==> config.mk <==
export PLATFORM = sky130hd
export DESIGN_NAME = alu_resp_misr_flat
export DESIGN_NICKNAME = d
export VERILOG_FILES = /design/src/rtl/alu_bist_pkg.sv /design/src/rtl/alu_resp_misr_if.sv /design/src/rtl/misr32.sv /design/src/rtl/alu_resp_misr.sv /design/src/flat_wrapper.sv
export SDC_FILE = /design/constraint.sdc
export NUM_CORES = 1
export LEC_CHECK = 0
export BUFFER_PORTS_ARGS = -buffer_cell sky130_fd_sc_hd__buf_2
export CAP_MARGIN = 0
export CORE_ASPECT_RATIO = 1.5
export CORE_MARGIN = 5
export CORE_UTILIZATION = 25
export CTS_BUF_LIST = sky130_fd_sc_hd__clkbuf_8
export CTS_CLUSTER_SIZE = 30
export DETAILED_ROUTE_END_ITERATION = 6
export REMOVE_ABC_BUFFERS = 1
export SYNTH_ARGS = -nofsm -noshare
export SYNTH_HDL_FRONTEND = slang
export SYNTH_HIERARCHICAL = 1
export SYNTH_SLANG_ARGS = --single-unit
==> constraint.sdc <==
create_clock -name clk -period 3.7 [get_ports clk]
set_clock_uncertainty 0.1 [all_clocks]
set_input_delay 0.74 -clock clk [delete_from_list [all_inputs] [get_ports clk]]
set_output_delay 0.74 -clock clk [all_outputs]
set_load 0.05 [all_outputs]
==> src/rtl/alu_bist_pkg.sv <==
// Shared definitions for the ALU self-test path: MISR seed and taps, FSM
// state encoding, the ALU response bundle and its packing into a MISR word.
package alu_bist_pkg;

  localparam int unsigned MISR_W = 32;
  localparam logic [MISR_W-1:0] MISR_SEED = 32'hFFFF_FFFF;

  // Feedback taps for x^32 + x^22 + x^2 + x + 1
  localparam int unsigned TAP_A = 31;
  localparam int unsigned TAP_B = 21;
  localparam int unsigned TAP_C = 1;
  localparam int unsigned TAP_D = 0;

  typedef enum logic [1:0] {
    IDLE,
    RUN,
    DONE
  } state_t;

  typedef struct packed {
    logic [MISR_W-1:0] r;
    logic              zero;
    logic              ovf;
    logic              branch;
  } alu_bundle_t;

  // Flags land in the low bits so each one perturbs a distinct MISR stage
  function automatic logic [MISR_W-1:0] pack_data(input alu_bundle_t b);
    return b.r ^ {29'd0, b.branch, b.ovf, b.zero};
  endfunction

endpackage

==> src/rtl/alu_resp_misr_if.sv <==
// ALU response bundle as seen by the compactor.
//   valid_in  : bundle is a valid vector this cycle
//   r_in      : ALU result
//   zero_in, ovf_in, branch_in : ALU flags
// master drives the bundle (ALU side), slave samples it (compactor).
interface alu_resp_misr_if;
  import alu_bist_pkg::*;

  logic              valid_in;
  logic [MISR_W-1:0] r_in;
  logic              zero_in;
  logic              ovf_in;
  logic              branch_in;

  modport master (
    output valid_in, r_in, zero_in, ovf_in, branch_in
  );

  modport slave (
    input valid_in, r_in, zero_in, ovf_in, branch_in
  );
endinterface

==> src/rtl/misr32.sv <==
// Combinational next-state of the 32-bit MISR.
//   sig      : current signature
//   d        : data word folded in this step
//   sig_next : shifted signature with feedback, xored with d
module misr32
  import alu_bist_pkg::*;
(
  input  logic [MISR_W-1:0] sig,
  input  logic [MISR_W-1:0] d,
  output logic [MISR_W-1:0] sig_next
);

  logic fb;

  assign fb       = sig[TAP_A] ^ sig[TAP_B] ^ sig[TAP_C] ^ sig[TAP_D];
  assign sig_next = {sig[MISR_W-2:0], fb} ^ d;

endmodule

==> src/rtl/alu_resp_misr.sv <==
// Response compactor: folds NUM_VEC accepted ALU bundles into a MISR and
// compares the final signature with a golden value latched at start.
//   clk, reset : clock, synchronous active-high reset
//   start      : pulse, begins a run from IDLE or DONE
//   golden     : expected final signature, sampled with start
//   vec        : ALU response bundle (slave modport)
//   busy       : run in progress
//   done       : run finished, held until next start/reset
//   pass       : final signature matched golden (valid while done)
//   signature  : current MISR contents
//   count      : vectors accepted in the current run
module alu_resp_misr
  import alu_bist_pkg::*;
#(
  parameter int unsigned NUM_VEC = 1000,
  parameter int unsigned CNT_W   = $clog2(NUM_VEC + 1)
) (
  input  logic                clk,
  input  logic                reset,
  input  logic                start,
  input  logic [MISR_W-1:0]   golden,
  alu_resp_misr_if.slave      vec,
  output logic                busy,
  output logic                done,
  output logic                pass,
  output logic [MISR_W-1:0]   signature,
  output logic [CNT_W-1:0]    count
);

  state_t            state;
  logic [MISR_W-1:0] golden_q;
  alu_bundle_t       bundle_c;
  logic [MISR_W-1:0] data_c;
  logic [MISR_W-1:0] sig_next_c;
  logic              last_c;

  assign bundle_c = '{r: vec.r_in, zero: vec.zero_in, ovf: vec.ovf_in,
                      branch: vec.branch_in};
  assign data_c   = pack_data(bundle_c);
  // This vector completes the run
  assign last_c   = (count == CNT_W'(NUM_VEC - 1));

  misr32 u_misr (
    .sig      (signature),
    .d        (data_c),
    .sig_next (sig_next_c)
  );

  // Run control, compaction, golden latch and final compare
  always_ff @(posedge clk) begin
    if (reset) begin
      state     <= IDLE;
      busy      <= 1'b0;
      done      <= 1'b0;
      pass      <= 1'b0;
      signature <= '0;
      count     <= '0;
      golden_q  <= '0;
    end else begin
      case (state)
        IDLE, DONE: begin
          if (start) begin
            state     <= RUN;
            busy      <= 1'b1;
            done      <= 1'b0;
            pass      <= 1'b0;
            signature <= MISR_SEED;
            count     <= '0;
            golden_q  <= golden;
          end
        end
        RUN: begin
          if (vec.valid_in) begin
            signature <= sig_next_c;
            count     <= count + CNT_W'(1);
            if (last_c) begin
              state <= DONE;
              busy  <= 1'b0;
              done  <= 1'b1;
              pass  <= (sig_next_c == golden_q);
            end
          end
        end
        default: state <= IDLE;
      endcase
    end
  end

endmodule

==> src/flat_wrapper.sv <==
// flat-port wrapper written by rule: the top's interface ports become plain ports
module alu_resp_misr_flat import alu_bist_pkg::*;
#(
  parameter int unsigned NUM_VEC = 1000,
  parameter int unsigned CNT_W   = $clog2(NUM_VEC + 1)
)
  (clk, reset, start, golden, busy, done, pass, signature, count, vec_valid_in, vec_r_in, vec_zero_in, vec_ovf_in, vec_branch_in);
  alu_resp_misr_if vec_i ();
  input  logic clk;
  input  logic reset;
  input  logic start;
  input  logic [MISR_W-1:0] golden;
  output logic busy;
  output logic done;
  output logic pass;
  output logic [MISR_W-1:0] signature;
  output logic [CNT_W-1:0] count;
  input wire logic [$bits(vec_i.valid_in)-1:0] vec_valid_in;
  input wire logic [$bits(vec_i.r_in)-1:0] vec_r_in;
  input wire logic [$bits(vec_i.zero_in)-1:0] vec_zero_in;
  input wire logic [$bits(vec_i.ovf_in)-1:0] vec_ovf_in;
  input wire logic [$bits(vec_i.branch_in)-1:0] vec_branch_in;
  assign vec_i.valid_in = vec_valid_in;
  assign vec_i.r_in = vec_r_in;
  assign vec_i.zero_in = vec_zero_in;
  assign vec_i.ovf_in = vec_ovf_in;
  assign vec_i.branch_in = vec_branch_in;
  alu_resp_misr #(.NUM_VEC(NUM_VEC), .CNT_W(CNT_W)) u_core (.clk(clk), .reset(reset), .start(start), .golden(golden), .vec(vec_i), .busy(busy), .done(done), .pass(pass), .signature(signature), .count(count));
endmodule
* After elaboration in Yosys (flattened, before gate mapping) *
Cells that the tools add are included.
W data, S select, Z words.

word-level totals
  output and inout port bits = 45
  bits in registers = 79
  input bits = 71
  word-level logic and storage cells = 48

operators by class
  bitwise gates (word level) = 5
  eq/ne operators = 7
  add/subtract/negate cells = 1
  muxes and demuxes = 21
  reduce and logical (&&, ||, !) cells = 7

operators by type and width
  operator                 number
  $mux W32                 2
  $pmux W32 S2             1
  $eq A32 B32 Y1           1
  $xor A32 B3 Y32          1
  $xor A32 B32 Y32         1
  $mux W10                 2
  $pmux W10 S2             1
  $add A10 B1 Y10 const B  1
  $eq A10 B10 Y1 const B   1
  $mux W1                  8
  $mux W2                  3
  $pmux W1 S2              3
  $reduce_and A3 Y1        2
  $ne A2 B2 Y1 const B     2
  $pmux W2 S2              1
  $reduce_and A4 Y1        1
  $xor A1 B1 Y1            3
  $eq A2 B1 Y1 const B     1
  $eq A2 B2 Y1 const B     1
  $logic_not A2 Y1         1
  $ne A2 B1 Y1 const B     1
  $reduce_and A2 Y1        1
  $reduce_bool A2 Y1       1
  $reduce_or A2 Y1         1

* Logic depth before layout (Yosys ltp) *
  depth after elaboration = 8
  mapped depth = 8

* Modules after synthesis *
The synthesis kept the hierarchy.

by module, submodules not included
  module         cells each  instances  area an instance (µm²)
  alu_resp_misr  402         1          3266.9
  misr32         34          1          311.5

* Worst setup path before layout *
Ideal clock, no wire load.

  kind = reg2reg
  start point = register u_core.signature[21]
  end point = register u_core.pass
  setup slack = 1429 ps
  cell stages (with the launch flop) = 8
  arrival = 2084 ps
  library setup time = 87 ps
  required time = 3513 ps
  period minus slack after synthesis = 2271 ps
  cells stage by stage = dfxtp_1 xnor3_1 xnor2_1 xnor2_1 nand4_1 nor4_1 nand3_1 o31ai_1

between the ends
  cells in the longest elaborated chain, start to end = 8

ends and longest elaborated chain
  element                      RTL line             source
  start: declaration           alu_resp_misr.sv:26  output logic [MISR_W-1:0] signature,
  start signal: assignment     alu_resp_misr.sv:74  signature <= sig_next_c;
  $xor A1 B1 Y1 (3 in series)  misr32.sv:15         assign fb = sig[TAP_A] ^ sig[TAP_B] ^ sig[TAP_C] ^ sig[TAP_D];
  $xor A32 B32 Y32             misr32.sv:16         assign sig_next = {sig[MISR_W-2:0], fb} ^ d;
  via u_core.sig_next_c[0]     alu_resp_misr.sv:34  logic [MISR_W-1:0] sig_next_c;
  $eq A32 B32 Y1               alu_resp_misr.sv:80  pass <= (sig_next_c == golden_q);
  $mux W1                      alu_resp_misr.sv:76  if (last_c) begin
  $mux W1                      alu_resp_misr.sv:73  if (vec.valid_in) begin
  $pmux W1 S2                  alu_resp_misr.sv:60  case (state)
  end signal: assignment       alu_resp_misr.sv:80
  end: declaration             alu_resp_misr.sv:25  output logic pass,

The timed path passes the listed nets, and every way through them passes these cells. The select of a mux whose other input is x is not followed.
A chain may end at the register's enable or synchronous reset.

* Final worst setup path *
  start point = input port vec_zero_in
  end point = register u_core.pass

between the ends
  cells in the longest elaborated chain, start to end = 6

ends and longest elaborated chain
  element                   RTL line             source
  start: declaration        flat_wrapper.sv:20   input wire logic [$bits(vec_i.zero_in)-1:0] vec_zero_in;
  $xor A32 B3 Y32           alu_bist_pkg.sv:29   return b.r ^ {29'd0, b.branch, b.ovf, b.zero};
  via u_core.data_c[0]      alu_resp_misr.sv:33  logic [MISR_W-1:0] data_c;
  $xor A32 B32 Y32          misr32.sv:16
  via u_core.sig_next_c[0]  alu_resp_misr.sv:34
  $eq A32 B32 Y1            alu_resp_misr.sv:80
  $mux W1                   alu_resp_misr.sv:76
  $mux W1                   alu_resp_misr.sv:73
  $pmux W1 S2               alu_resp_misr.sv:60

The timed path passes the listed nets, and every way through them passes these cells. The select of a mux whose other input is x is not followed.

==> impl_metrics.csv <==
group,metric,value,unit
sta,fin_crit_sh,57.5,%
logic_synthesis,syn_area,0.00358,mm²
power_and_ir_drop,swShare,34.7,%
floorplanning,pin_count,116,
critical_path,worstSetupStartpoint,"vec_zero_in",
critical_path,worst_setup_path_end_kind,"register",
floorplanning,core,0.0141,mm²
routing,vias,3294,
power_and_ir_drop,power.density,480,mW/mm²
logic_synthesis,ys_seq_area_share,44.2,%
global_route,grt_util_all_layers,13.3,%
clock_network,cts_hold_buf,0,
sta,worst_pin_slew,0.676,ns
critical_path,cp.arrival,2.30,ns
floorplanning,die_height,157,µm
clock_network,cts_tree,"built",
logic_synthesis,synthCells,436,
final_layout,antennaDiodeCount,0,
floorplanning,dieArea,0.0169,mm²
clock_network,clkSlewWorstSetupHoldPaths,0.09,ns
logic_synthesis,synth_edf_count,0,
logic_synthesis,avgSynthCellArea,8.21,µm²
hold_path,worstHoldStart,"u_core/golden_q[12]",
power_and_ir_drop,power.leakage,1.98,nW
floorplanning,die_x,108,µm
clock_network,clock_latency,0.35,ns
clock_network,cts_num_sinks,79,
global_route,grt_pass1_wl,17.5,mm
final_layout,nets,611,
sta,max_slew_margin,54.9,%
sta,timing.fmax,470,MHz
clock_network,htreeDepth,3,
clock_network,numCtsBuffers,9,
critical_path,rr_endpoint,"u_core/pass",
power_and_ir_drop,ir_drop,0.201,mV
logic_synthesis,synthFlopType,"dfxtp_1",
logic_synthesis,synth_common_cells,"98 x nand2_1, 79 x dfxtp_1, 68 x a21oi_1",
outcome,status,"finished, final reports clean",
routing,drtIter0Drc,92,
logic_synthesis,synth_most_common_cell,"nand2_1",
final_layout,syn_to_final_growth,26.4,%
routing,drt_drc_violations_left,0,
job,drv_cap,0,
global_route,grt_overflow,0,
sta,timing.final.crit_period,2.13,ns
routing,wl_per_cell,15.3,µm
critical_path,rr_startpoint,"u_core/signature[21]",
final_layout,drive_above_1_share,25.7,%
critical_path,critPathKind,"input pin to register",
final_layout,design_area,0.00452,mm²
hold_path,hp-class,"register to register",
critical_path,critPathLaunchType,"input pin",
logic_synthesis,ys_ff_latch,79,
sta,setup_violations,0,
sta,drv_slew,0,
clock_network,post_cts_resized,0,
routing,dr.pass1.iters,4,
power_and_ir_drop,power_frac_comb,25.5,%
logic_synthesis,synth_warnings,6,
routing,wl,11.3,mm
power_and_ir_drop,p_seq_share,44.6,%
routing,ant_nets,0,
sta,rsz0062_at_grt,"no",
global_route,grt_pass1_vias,3381,
logic_synthesis,yosysTopAreaCell,"dfxtp_1",
critical_path,required,3.87,ns
global_route,antenna_found_initial,0,
sta,fin_ws,1.57,ns
critical_path,critPathMaxFanout,2,
logic_synthesis,synth_area_leaders,"dfxtp_1 44%, xor2_1 14%, nand2_1 10%",
floorplanning,placementRows,53,
sta,hold_viol,0,
power_and_ir_drop,p_int,1.42,mW
critical_path,rrSetupSlack,1.58,ns
placement,place_ws,1.20,ns
sta,fin_tns_setup,0,ns
placement,placed_cell_area,0.00432,mm²
clock_network,clock-root-buffer,"clkbuf_8",
clock_network,post-cts-setup-buffers,0,
critical_path,r2r_cells,7,
clock_network,cts_buffer_depth,2,
logic_synthesis,synth_cell_types,33,
placement,dp_hpwl,8.33,mm
routing,vias_per_cell,4.48,
power_and_ir_drop,clock_power_share,29.9,%
hold_path,hold_depth,2,
floorplanning,start_util,25.5,%
global_route,grt_max_degree,39,
power_and_ir_drop,p_switching,0.752,mW
logic_synthesis,synth_top_area_share,44.2,%
hold_path,hold_end,"u_core/golden_q[12]",
logic_synthesis,postSynth.asyncResetShare,0,%
placement,gp_congestion,0.818,
placement,portBuffers,115,
-- critical path, cell delays in order --
cell     delay, ns
buf_2         0.10
xor2_1        0.18
xor2_1        0.24
xnor2_1       0.18
xnor2_1       0.15
nand4_1       0.10
nor4_1        0.26
nand3_1       0.12
o31ai_1       0.22
-- power by group through the flow --
stage,registers [mW],clock network (mW),logic (mW)
6_report,0.967,0.649,0.554
4_1_cts,0.968,0.672,0.564
2_1_floorplan,1.11,0,0.233
3_3_place_gp,0.986,0,0.556
3_5_place_dp,0.988,0,0.561
5_1_grt,0.976,0.710,0.600
-- worst max-delay path by stage --
stage / slack, ns / cells past startpoint / to
after floorplan: 0.45 / 5 / u_core/count[8]
after CTS: 1.56 / 7 / u_core/pass
after global placement: 1.29 / 9 / u_core/pass
after global routing: 1.43 / 7 / u_core/pass
final: 1.57 / 9 / u_core/pass
after detailed placement: 1.20 / 9 / u_core/pass
-- per-layer routing --
metal	global-route usage [%]	vias up	wire, µm
met5	0	-	0
met4	4.93	0	179
met1	15.2	1566	4540
li1	-	1642	-
met3	2.68	10	489
met2	24.2	76	6060
-- cell families after synthesis --
logic type,after synthesis,synth area share [%]
adder cells (fa/ha/maj),1,0.350
AND/OR/NAND/NOR,146,17.9
XOR/XNOR,76,19.0
multiplexers,1,0.280
buffers and inverters,29,3.43
flip-flops,79,44.2
AO/OA/AOI/OAI,104,14.9
-- cell usage in the layout, fill, tap and decap left out, types with 6 or more instances in the layout --
cell type and count:
clkbuf_8 10, a21oi_1 68, xor2_1 56, nand4_1 6, buf_4 6, nor2_1 16, o21ai_0 33, buf_2 115
dfxtp_1 79, xnor2_1 19, nand2_1 98
-- final cells by class --
| cell class | count | area [µm²] |
|---|---|---|
| clock buffers | 10 | 138 |
| clock inverters | 6 | 61.3 |
| fillers | 1566 | 9540 |
| multi-input cells | 328 | 1880 |
| flip-flops and latches | 79 | 1580 |
| well taps | 192 | 240 |
| repair buffers | 121 | 621 |
-- sequential cells by signal (all words and copies together), names as in the netlist --
signal,cells
u_core/busy,1
u_core/count,10
u_core/done,1
u_core/golden_q,32
u_core/pass,1
u_core/signature,32
u_core/state,2
-- per-stage QoR --
stage / power [mW] / std cells / hold slack (ns) / utilization (%)
6_report: 2.17 / 736 / 0.368 / 32.2
5_1_grt: 2.29 / 736 / 0.390 / 32.2
4_1_cts: 2.20 / 736 / 0.371 / 32.2
3_5_place_dp: 1.55 / 720 / 0.360 / 30.8
3_3_place_gp: 1.54 / 720 / 0.355 / 30.8
2_1_floorplan: 1.34 / 407 / 0.342 / -
(Power assumes the default switching activity.)
